**src/rtl/vga_capture.sv**
```systemverilog
// VGA receive-side timing checker and 1bpp frame grabber.
// Tracks beam position from the syncs and writes one pixel-doubled frame into a byte buffer on request.
module vga_capture #(
  parameter int H_TOTAL  = 800,
  parameter int H_START  = 144,
  parameter int H_ACTIVE = 640,
  parameter int V_TOTAL  = 525,
  parameter int V_START  = 71,
  parameter int V_ACTIVE = 408
) (
  input  logic        clk,
  input  logic        rst,
  input  logic        hsync_in,
  input  logic        vsync_in,
  input  logic [3:0]  color_in,
  input  logic [1:0]  cpu_addr,
  input  logic [7:0]  cpu_dbw,
  input  logic        cpu_we,
  output logic [7:0]  cpu_dbr,
  output logic [12:0] buf_addr,
  output logic [7:0]  buf_data,
  output logic        buf_we
);
  localparam logic [9:0]  H_MAX     = 10'(H_TOTAL - 1);
  localparam logic [9:0]  H_LO      = 10'(H_START);
  localparam logic [9:0]  H_HI      = 10'(H_START + H_ACTIVE);
  localparam logic [9:0]  V_MAX     = 10'(V_TOTAL - 1);
  localparam logic [9:0]  V_LO      = 10'(V_START);
  localparam logic [9:0]  V_HI      = 10'(V_START + V_ACTIVE);
  localparam logic [12:0] LAST_ADDR = 13'((H_ACTIVE / 16) * (V_ACTIVE / 2) - 1);

  typedef enum logic [1:0] {S_IDLE, S_WAIT, S_CAP, S_DONE} state_t;

  typedef struct packed {
    logic [3:0] rsvd;
    logic       error;
    logic       done;
    logic       busy;
    logic       locked;
  } status_t;

  state_t     state, state_nx;
  logic       hs_r, hs_p, vs_r, vs_p;
  logic [3:0] col_r;
  logic [9:0] hcount, vcount;
  logic       hs_fall, vs_fall, line_err, frame_err, tm_err;
  logic       locked, seen_good, error, done, busy;
  logic [7:0] errcnt;
  logic [3:0] match;
  logic [2:0] bitcnt;
  logic [7:0] shreg;
  logic       we_q, arm, sample, pix, cap_ok;
  status_t    status;
  logic       unused_dbw;

  assign unused_dbw = ^cpu_dbw[7:4];

  // One register stage on every video input; all timing uses these copies.
  always_ff @(posedge clk) begin
    if (rst) begin
      hs_r  <= 1'b1;
      hs_p  <= 1'b1;
      vs_r  <= 1'b1;
      vs_p  <= 1'b1;
      col_r <= '0;
    end else begin
      hs_r  <= hsync_in;
      hs_p  <= hs_r;
      vs_r  <= vsync_in;
      vs_p  <= vs_r;
      col_r <= color_in;
    end
  end

  assign hs_fall   = hs_p & ~hs_r;
  assign vs_fall   = vs_p & ~vs_r;
  assign line_err  = hs_fall && (hcount != H_MAX);
  assign frame_err = vs_fall && (vcount != V_MAX);
  assign tm_err    = line_err | frame_err;

  always_ff @(posedge clk) begin
    if (rst) begin
      hcount <= '0;
      vcount <= '0;
    end else begin
      if (hs_fall || hcount == H_MAX) hcount <= '0;
      else                            hcount <= hcount + 10'd1;
      if (vs_fall)      vcount <= '0;
      else if (hs_fall) vcount <= vcount + 10'd1;
    end
  end

  // Lock needs two consecutive good line ends; any timing error drops it.
  always_ff @(posedge clk) begin
    if (rst) begin
      locked    <= 1'b0;
      seen_good <= 1'b0;
      errcnt    <= '0;
    end else begin
      if (tm_err) begin
        locked    <= 1'b0;
        seen_good <= 1'b0;
        if (errcnt != 8'hFF) errcnt <= errcnt + 8'd1;
      end else if (hs_fall) begin
        seen_good <= 1'b1;
        if (seen_good) locked <= 1'b1;
      end
    end
  end

  assign sample = (vcount >= V_LO) && (vcount < V_HI) && (vcount[0] == V_LO[0]) &&
                  (hcount >= H_LO) && (hcount < H_HI) && (hcount[0] == H_LO[0]);
  assign pix    = (col_r == match);
  assign arm    = cpu_we && (cpu_addr == 2'd1) && cpu_dbw[0];
  assign cap_ok = (state == S_CAP) && !tm_err;
  assign done   = (state == S_DONE);
  assign busy   = (state == S_WAIT) || (state == S_CAP);

  always_ff @(posedge clk) begin
    if (rst) state <= S_IDLE;
    else     state <= state_nx;
  end

  always_comb begin
    state_nx = state;
    case (state)
      S_IDLE: if (arm) state_nx = S_WAIT;
      S_WAIT: if (vs_fall && locked && !frame_err) state_nx = S_CAP;
      S_CAP: begin
        if (tm_err)                               state_nx = S_IDLE;
        else if (we_q && buf_addr == LAST_ADDR)   state_nx = S_DONE;
      end
      S_DONE: if (arm) state_nx = S_WAIT;
      default: state_nx = S_IDLE;
    endcase
  end

  always_ff @(posedge clk) begin
    if (rst) begin
      match    <= 4'hF;
      error    <= 1'b0;
      bitcnt   <= '0;
      shreg    <= '0;
      we_q     <= 1'b0;
      buf_addr <= '0;
      buf_data <= '0;
    end else begin
      we_q <= 1'b0;
      if (cpu_we && cpu_addr == 2'd0) match <= cpu_dbw[3:0];
      if (state == S_CAP && tm_err)        error <= 1'b1;
      else if (state == S_DONE && arm)     error <= 1'b0;
      if (state == S_WAIT && state_nx == S_CAP) begin
        buf_addr <= '0;
        bitcnt   <= '0;
      end else if (we_q) begin
        buf_addr <= buf_addr + 13'd1;
      end
      // Pixels enter at the MSB so the first pixel of a byte ends up in bit 0.
      if (cap_ok && sample) begin
        shreg  <= {pix, shreg[7:1]};
        bitcnt <= bitcnt + 3'd1;
        if (bitcnt == 3'd7) begin
          buf_data <= {pix, shreg[7:1]};
          we_q     <= 1'b1;
        end
      end
    end
  end

  // Masking with rst keeps a pending strobe off the bus on the reset clock itself.
  assign buf_we = we_q & ~rst;

  assign status = '{rsvd: 4'b0, error: error, done: done, busy: busy, locked: locked};

  always_comb begin
    cpu_dbr = '0;
    case (cpu_addr)
      2'd0:    cpu_dbr = {4'b0, match};
      2'd2:    cpu_dbr = status;
      2'd3:    cpu_dbr = errcnt;
      default: cpu_dbr = '0;
    endcase
  end
endmodule

```
**config.mk**
```make
export PLATFORM = sky130hd
export DESIGN_NAME = vga_capture
export DESIGN_NICKNAME = d
export VERILOG_FILES = /design/src/rtl/vga_capture.sv
export SDC_FILE = /design/constraint.sdc
export NUM_CORES = 1
export LEC_CHECK = 0
export CORE_MARGIN = 1.5
export CORE_UTILIZATION = 45
export CTS_CLUSTER_DIAMETER = 200
export DETAILED_ROUTE_END_ITERATION = 12
export HOLD_SLACK_MARGIN = 0.05
export PLACE_DENSITY = 0.68
export SYNTH_ARGS = -nofsm -noshare
export SYNTH_HDL_FRONTEND = slang
export SYNTH_SLANG_ARGS = --single-unit
```
**constraint.sdc**
```tcl
create_clock -name clk -period 3.4 [get_ports clk]
set_clock_uncertainty 0.15 [all_clocks]
set_input_delay 0.34 -clock clk [delete_from_list [all_inputs] [get_ports clk]]
set_output_delay 0.34 -clock clk [all_outputs]
set_load 0.1 [all_outputs]
```
Yosys cells after proc, flatten, opt, wreduce, memory -nomap -nowiden
Cells that the tools add are included.
{ "word_totals": {"regBits": 78, "input_bits": 19, "out_inout_bits": 30, "word_cells": 96} }
{ "op_classes": {"addsub": 5, "n_lt_le_gt_ge": 4, "n_eq_ne": 14, "n_mux": 11, "n_bitwise": 9, "n_reduce_logical": 35} }
{ "ops": {"columns": ["operator", "n"], "rows": [
  ["$pmux 8 s3", 1],
  ["$add 10x1->10 const B", 2],
  ["$ne 10x10->1 const B", 2],
  ["$logic_and 1x1->1", 18],
  ["$add 13x1->13 const B", 1],
  ["$eq 13x13->1 const B", 1],
  ["$reduce_or 2->1", 6],
  ["$eq 10x10->1 const B", 1],
  ["$eq 2x2->1 const B", 5],
  ["$ge 10x7->1 const B", 1],
  ["$ge 10x8->1 const B", 1],
  ["$lt 10x10->1 const B", 1],
  ["$lt 10x9->1 const B", 1],
  ["$add 8x1->8 const B", 1],
  ["$mux 2", 4],
  ["$ne 8x8->1 const B", 1],
  ["$mux 3", 2],
  ["$pmux 2 s3", 1],
  ["$reduce_and 2->1", 3],
  ["$not 1->1", 5],
  ["$eq 2x1->1 const B", 2],
  ["$eq 4x4->1", 1],
  ["$logic_not 2->1", 2],
  ["$reduce_bool 2->1", 2],
  ["other kinds (7)", 13]
]} }

Logic depth before layout (Yosys ltp)
{ "logic_depth": {"ltp_word": 11, "ltp_mapped": 8} }

Worst setup path before layout
Ideal clock, no wire load.
{ "synth_path": {"path_kind": "input port to output port", "from": "input cpu_addr[1]", "to": "output cpu_dbr[1]", "t_arrival_ns": 3.015, "t_required_ns": 2.910, "setup_slack_ns": -0.105, "cell_stages": 4, "n_path_buf": 2, "path_cell_list": "clkbuf_1 > clkbuf_1 > o21ai_0 > o21ai_0"} }
{ "synth_via": {"elab_chain_len": 2, "elab_cells_between_ends": 4, "cone_classes": "2 x eq/ne; 1 x mux; 1 x reduce/logical"} }
{ "synth_rtl": {"columns": ["element", "line_no", "text"], "rows": [
  ["from (decl)", "16", "input logic [1:0] cpu_addr,"],
  ["$eq 2x2->1 or $logic_not 2->1 (tied branches)", "177", "case (cpu_addr)"],
  ["$pmux 8 s3 *", "177", null],
  ["to (decl)", "19", "output logic [7:0] cpu_dbr,"]
]} }
Every way passes the cells marked *; elsewhere a longest branch is shown, timed or not.

Worst setup path in the final report
{ "layout_path": {"from": "register hcount[0]", "to": "register buf_data[0]"} }
{ "layout_via": {"elab_chain_len": 7, "elab_cells_between_ends": 13, "cone_classes": "2 x order compare; 1 x eq/ne; 2 x bitwise; 8 x reduce/logical"} }
{ "layout_rtl": {"columns": ["element", "line_no", "text"], "rows": [
  ["from (decl)", "45", "logic [9:0] hcount, vcount;"],
  ["from (signal assigned)", "87", "else hcount <= hcount + 10'd1;"],
  ["parallel branches: the longest is 5 deep, another holds $ge 10x8->1", null, null],
  ["$logic_and 1x1->1 *", "159", "if (cap_ok && sample) begin"],
  ["$reduce_and 2->1 (no source line) *", null, null],
  ["to (signal assigned)", "163", "buf_data <= {pix, shreg[7:1]};"],
  ["to (decl)", "21", "output logic [7:0] buf_data,"]
]} }
Mark *: on every way between the ends.
A chain may end at the register's enable or synchronous reset.

==> results.sh <==
export IMPL_pre_cts_slack_ns=0.700
export IMPL_cts_root_buf="clkbuf_8"
export IMPL_seq_power_share=0.501
export IMPL_synth_area_top_cells="dfxtp_1, mux2i_1, xor2_1"
export IMPL_vias_per_cell=5.19
export IMPL_power_frac_comb=0.069
export IMPL_synth_most_common_cell="dfxtp_1"
export IMPL_tns_ns=0
export IMPL_hold_violations=0
export IMPL_first_iter_violations=73
export IMPL_grt_util_all_layers=0.174
export IMPL_cts_buffer_depth=2
export IMPL_rows=32
export IMPL_worst_setup_path_end_kind="register"
export IMPL_path_cells="ha_1 -> and4_1 -> a31oi_1 -> or2_1 -> nor4_4 -> mux2i_1"
export IMPL_grt_pass1_vias=2584
export IMPL_synth_fp_nets=418
export IMPL_vdd_drop_max_v=0.000207
export IMPL_critPathRequiredTime_ns=3.53
export IMPL_place_hpwl_mm=4.94
export IMPL_drc_errors=0
export IMPL_finalPower_uw=1850
export IMPL_dp_cells=522
export IMPL_dieArea_mm2=0.00843
export IMPL_slew_headroom=0.352
export IMPL_clk_latency_ns=0.35
export IMPL_fmax_ghz=0.370
export IMPL_die_h_um=91.8
export IMPL_postSynthAreaPerCell_um2=9.12
export IMPL_start_util=0.462
export IMPL_synthDistinctLibCells=45
export IMPL_worstSetupStartpointType="register"
export IMPL_clock_sinks=77
export IMPL_rsz0062_at_grt="no"
export IMPL_gr_usage_met2=0.282
export IMPL_synthFlopType="dfxtp_1"
export IMPL_power_frac_clock=0.430
export IMPL_clk_transition_reported_paths_ns=0.08
export IMPL_die_w_um=91.8
export IMPL_p_leak_uw=0.00153
export IMPL_via_count=2785
export IMPL_multiInputGateArea_mm2=0.00189
export IMPL_drtAntennaViolNets=0
export IMPL_cts_repair_resized=0
export IMPL_async_flop_share=0
export IMPL_cts_max_level=3
export IMPL_cpPeakStageDelay_ns=0.75
export IMPL_synth_edf_count=0
export IMPL_synth_seq_cells=77
export IMPL_cts_hold_fix_buffers=0
export IMPL_core_mm2=0.00769
export IMPL_p_per_area_mw_per_mm2=432
export IMPL_cts_setup_buffers=0
export IMPL_instances_no_fill=537
export IMPL_fin_ws_ns=0.698
export IMPL_ys_top_cells_by_count="dfxtp_1, nor2_1, nand2_1, mux2i_1"
export IMPL_syn_area_mm2=0.00355
export IMPL_drt_total_wl_mm=6.73
export IMPL_diodes=0
export IMPL_status="completed"
export IMPL_grt_busiest_layer="met2"
export IMPL_crit_path_max_fanout=9
export IMPL_drt_first_pass_iters=4
export IMPL_cp_slowest_cell="nor4_4"
export IMPL_grt_pass1_wl_mm=11.8
export IMPL_hp_class="register to register"
export IMPL_routabilityCongestion=0.776
export IMPL_wl_per_cell_um=12.5
export IMPL_cap_violations=0
export IMPL_num_io_pins=49
export IMPL_cp_top_family="simple AND/OR/NAND/NOR gates"
export IMPL_fin_nets=460
export IMPL_yosysTopAreaCellShare=0.434
export IMPL_swShare=0.219
export IMPL_use_met1=0.223
export IMPL_intPower_uw=1450
export IMPL_area_growth_pct=20.7
export IMPL_power_switching_uw=405
export IMPL_grt_ovfl_total=0
export IMPL_grt_max_degree=25
export IMPL_setup_violations=0
export IMPL_synth_top_cell_by_area="dfxtp_1"
export IMPL_final_layout_size_suffix_gt1_frac=0.0828
export IMPL_port_buffer_count=44
export IMPL_yosysWarningCount=0
export IMPL_whs_ns=0.312
export IMPL_cts_buffers=9
export IMPL_synth_cells=389
export IMPL_criticalPathCategory="register to register"
export IMPL_slew_violations=0
export IMPL_ff_latch_area_mm2=0.00154
export IMPL_use_met3=0.0531
export IMPL_worst_pin_slew_ns=0.968
export IMPL_tritoncts="done"
export IMPL_synth_seq_area_share=0.434
export IMPL_fin_crit_ns=2.70
export IMPL_fill_cells=723
export IMPL_min_period_over_period=0.795
export IMPL_critPathArrivalTime_ns=2.83
export IMPL_cp_buffers_inverters=0
export IMPL_antenna_found_initial=0
==> worst reg2reg max path, delay by kind of cell (launching register included) <==
kind / cells / cell delay (ns)
muxes: 1 / 0.26
adders and majority gates: 1 / 0.21
AOI/OAI and AO/OA: 1 / 0.20
DFF: 1 / 0.38
and+or+nand+nor: 3 / 1.45
==> routing by layer <==
metal | vias to the layer above | share of wire
li1 | 1427 | -
met1 | 1314 | 0.50
met2 | 34 | 0.46
met3 | 10 | 0.033
met4 | 0 | 0.013
met5 | - | 0
==> metrics by stage <==
| step | util | area [µm²] |
|---|---|---|
| 6_report | 0.557 | 4280 |
| 5_1_grt | 0.557 | 4280 |
| 4_1_cts | 0.557 | 4280 |
| 3_5_place_dp | 0.527 | 4050 |
| 3_3_place_gp | 0.527 | 4050 |
| 2_1_floorplan | - | 3550 |
==> path summary, 6_finish.rpt <==
| check | endpoint | depth (start not counted) | slack [ns] | startpoint |
|---|---|---|---|---|
| max | buf_data[0] | 6 | 0.70 | hcount[0] |
| min | hs_p | 1 | 0.31 | hs_r |
| max reg2reg | buf_data[0] | 6 | 0.70 | hcount[0] |
| min reg2reg | hs_p | 1 | 0.31 | hs_r |
==> cells in the final DEF, fill, tap and decap left out, drive strengths merged, types with 3 or more instances in the layout <==
cell	count
and3	8
ha	10
or2	7
and4b	3
xnor2	13
bufinv	3
nand4	8
nand2	28
dfxtp	77
inv	10
o21ai	15
a31oi	3
nor2b	15
clkbuf	10
nor4	4
xor2	20
clkdlybuf4s50	35
and4	5
nand2b	20
a211o	4
mux2i	22
nor3	12
nor2	39
buf	13
or3	4
a21oi	11
nand3	18
==> sequential cells by signal, summed over array words and instances, names as in the netlist, 2 cells and up <==
register,count
col_r,4
vcount,10
shreg,7
buf_data,8
state,2
match,4
hcount,10
bitcnt,3
errcnt,8
buf_addr,13
==> cell type report <==
type / instances / area share
Multi-Input combinational cell: 285 / 0.441
Sequential cell: 77 / 0.360
Timing Repair Buffer: 48 / 0.108
Clock buffer: 10 / 0.0298
Tap cell: 102 / 0.0298
Clock inverter: 5 / 0.0234
Inverter: 10 / 0.00877
==> cell families after synthesis <==
family | after synthesis | share of synthesized area
AOI/OAI and AO/OA | 44 | 0.0800
DFF | 77 | 0.434
adders and majority gates | 10 | 0.0353
and+or+nand+nor | 176 | 0.273
buffers and inverters | 27 | 0.0339
muxes | 22 | 0.0621
xor gates and xnor gates | 33 | 0.0815
==> power groups by stage <==
| stage | Combinational [µW] | Clock (µW) | Sequential [µW] |
|---|---|---|---|
| 2_1_floorplan | 93.2 | 0 | 945 |
| 3_3_place_gp | 127 | 0 | 949 |
| 3_5_place_dp | 128 | 0 | 949 |
| 4_1_cts | 128 | 818 | 928 |
| 5_1_grt | 139 | 852 | 930 |
| 6_report | 127 | 797 | 928 |
(Power assumes the default switching activity.)
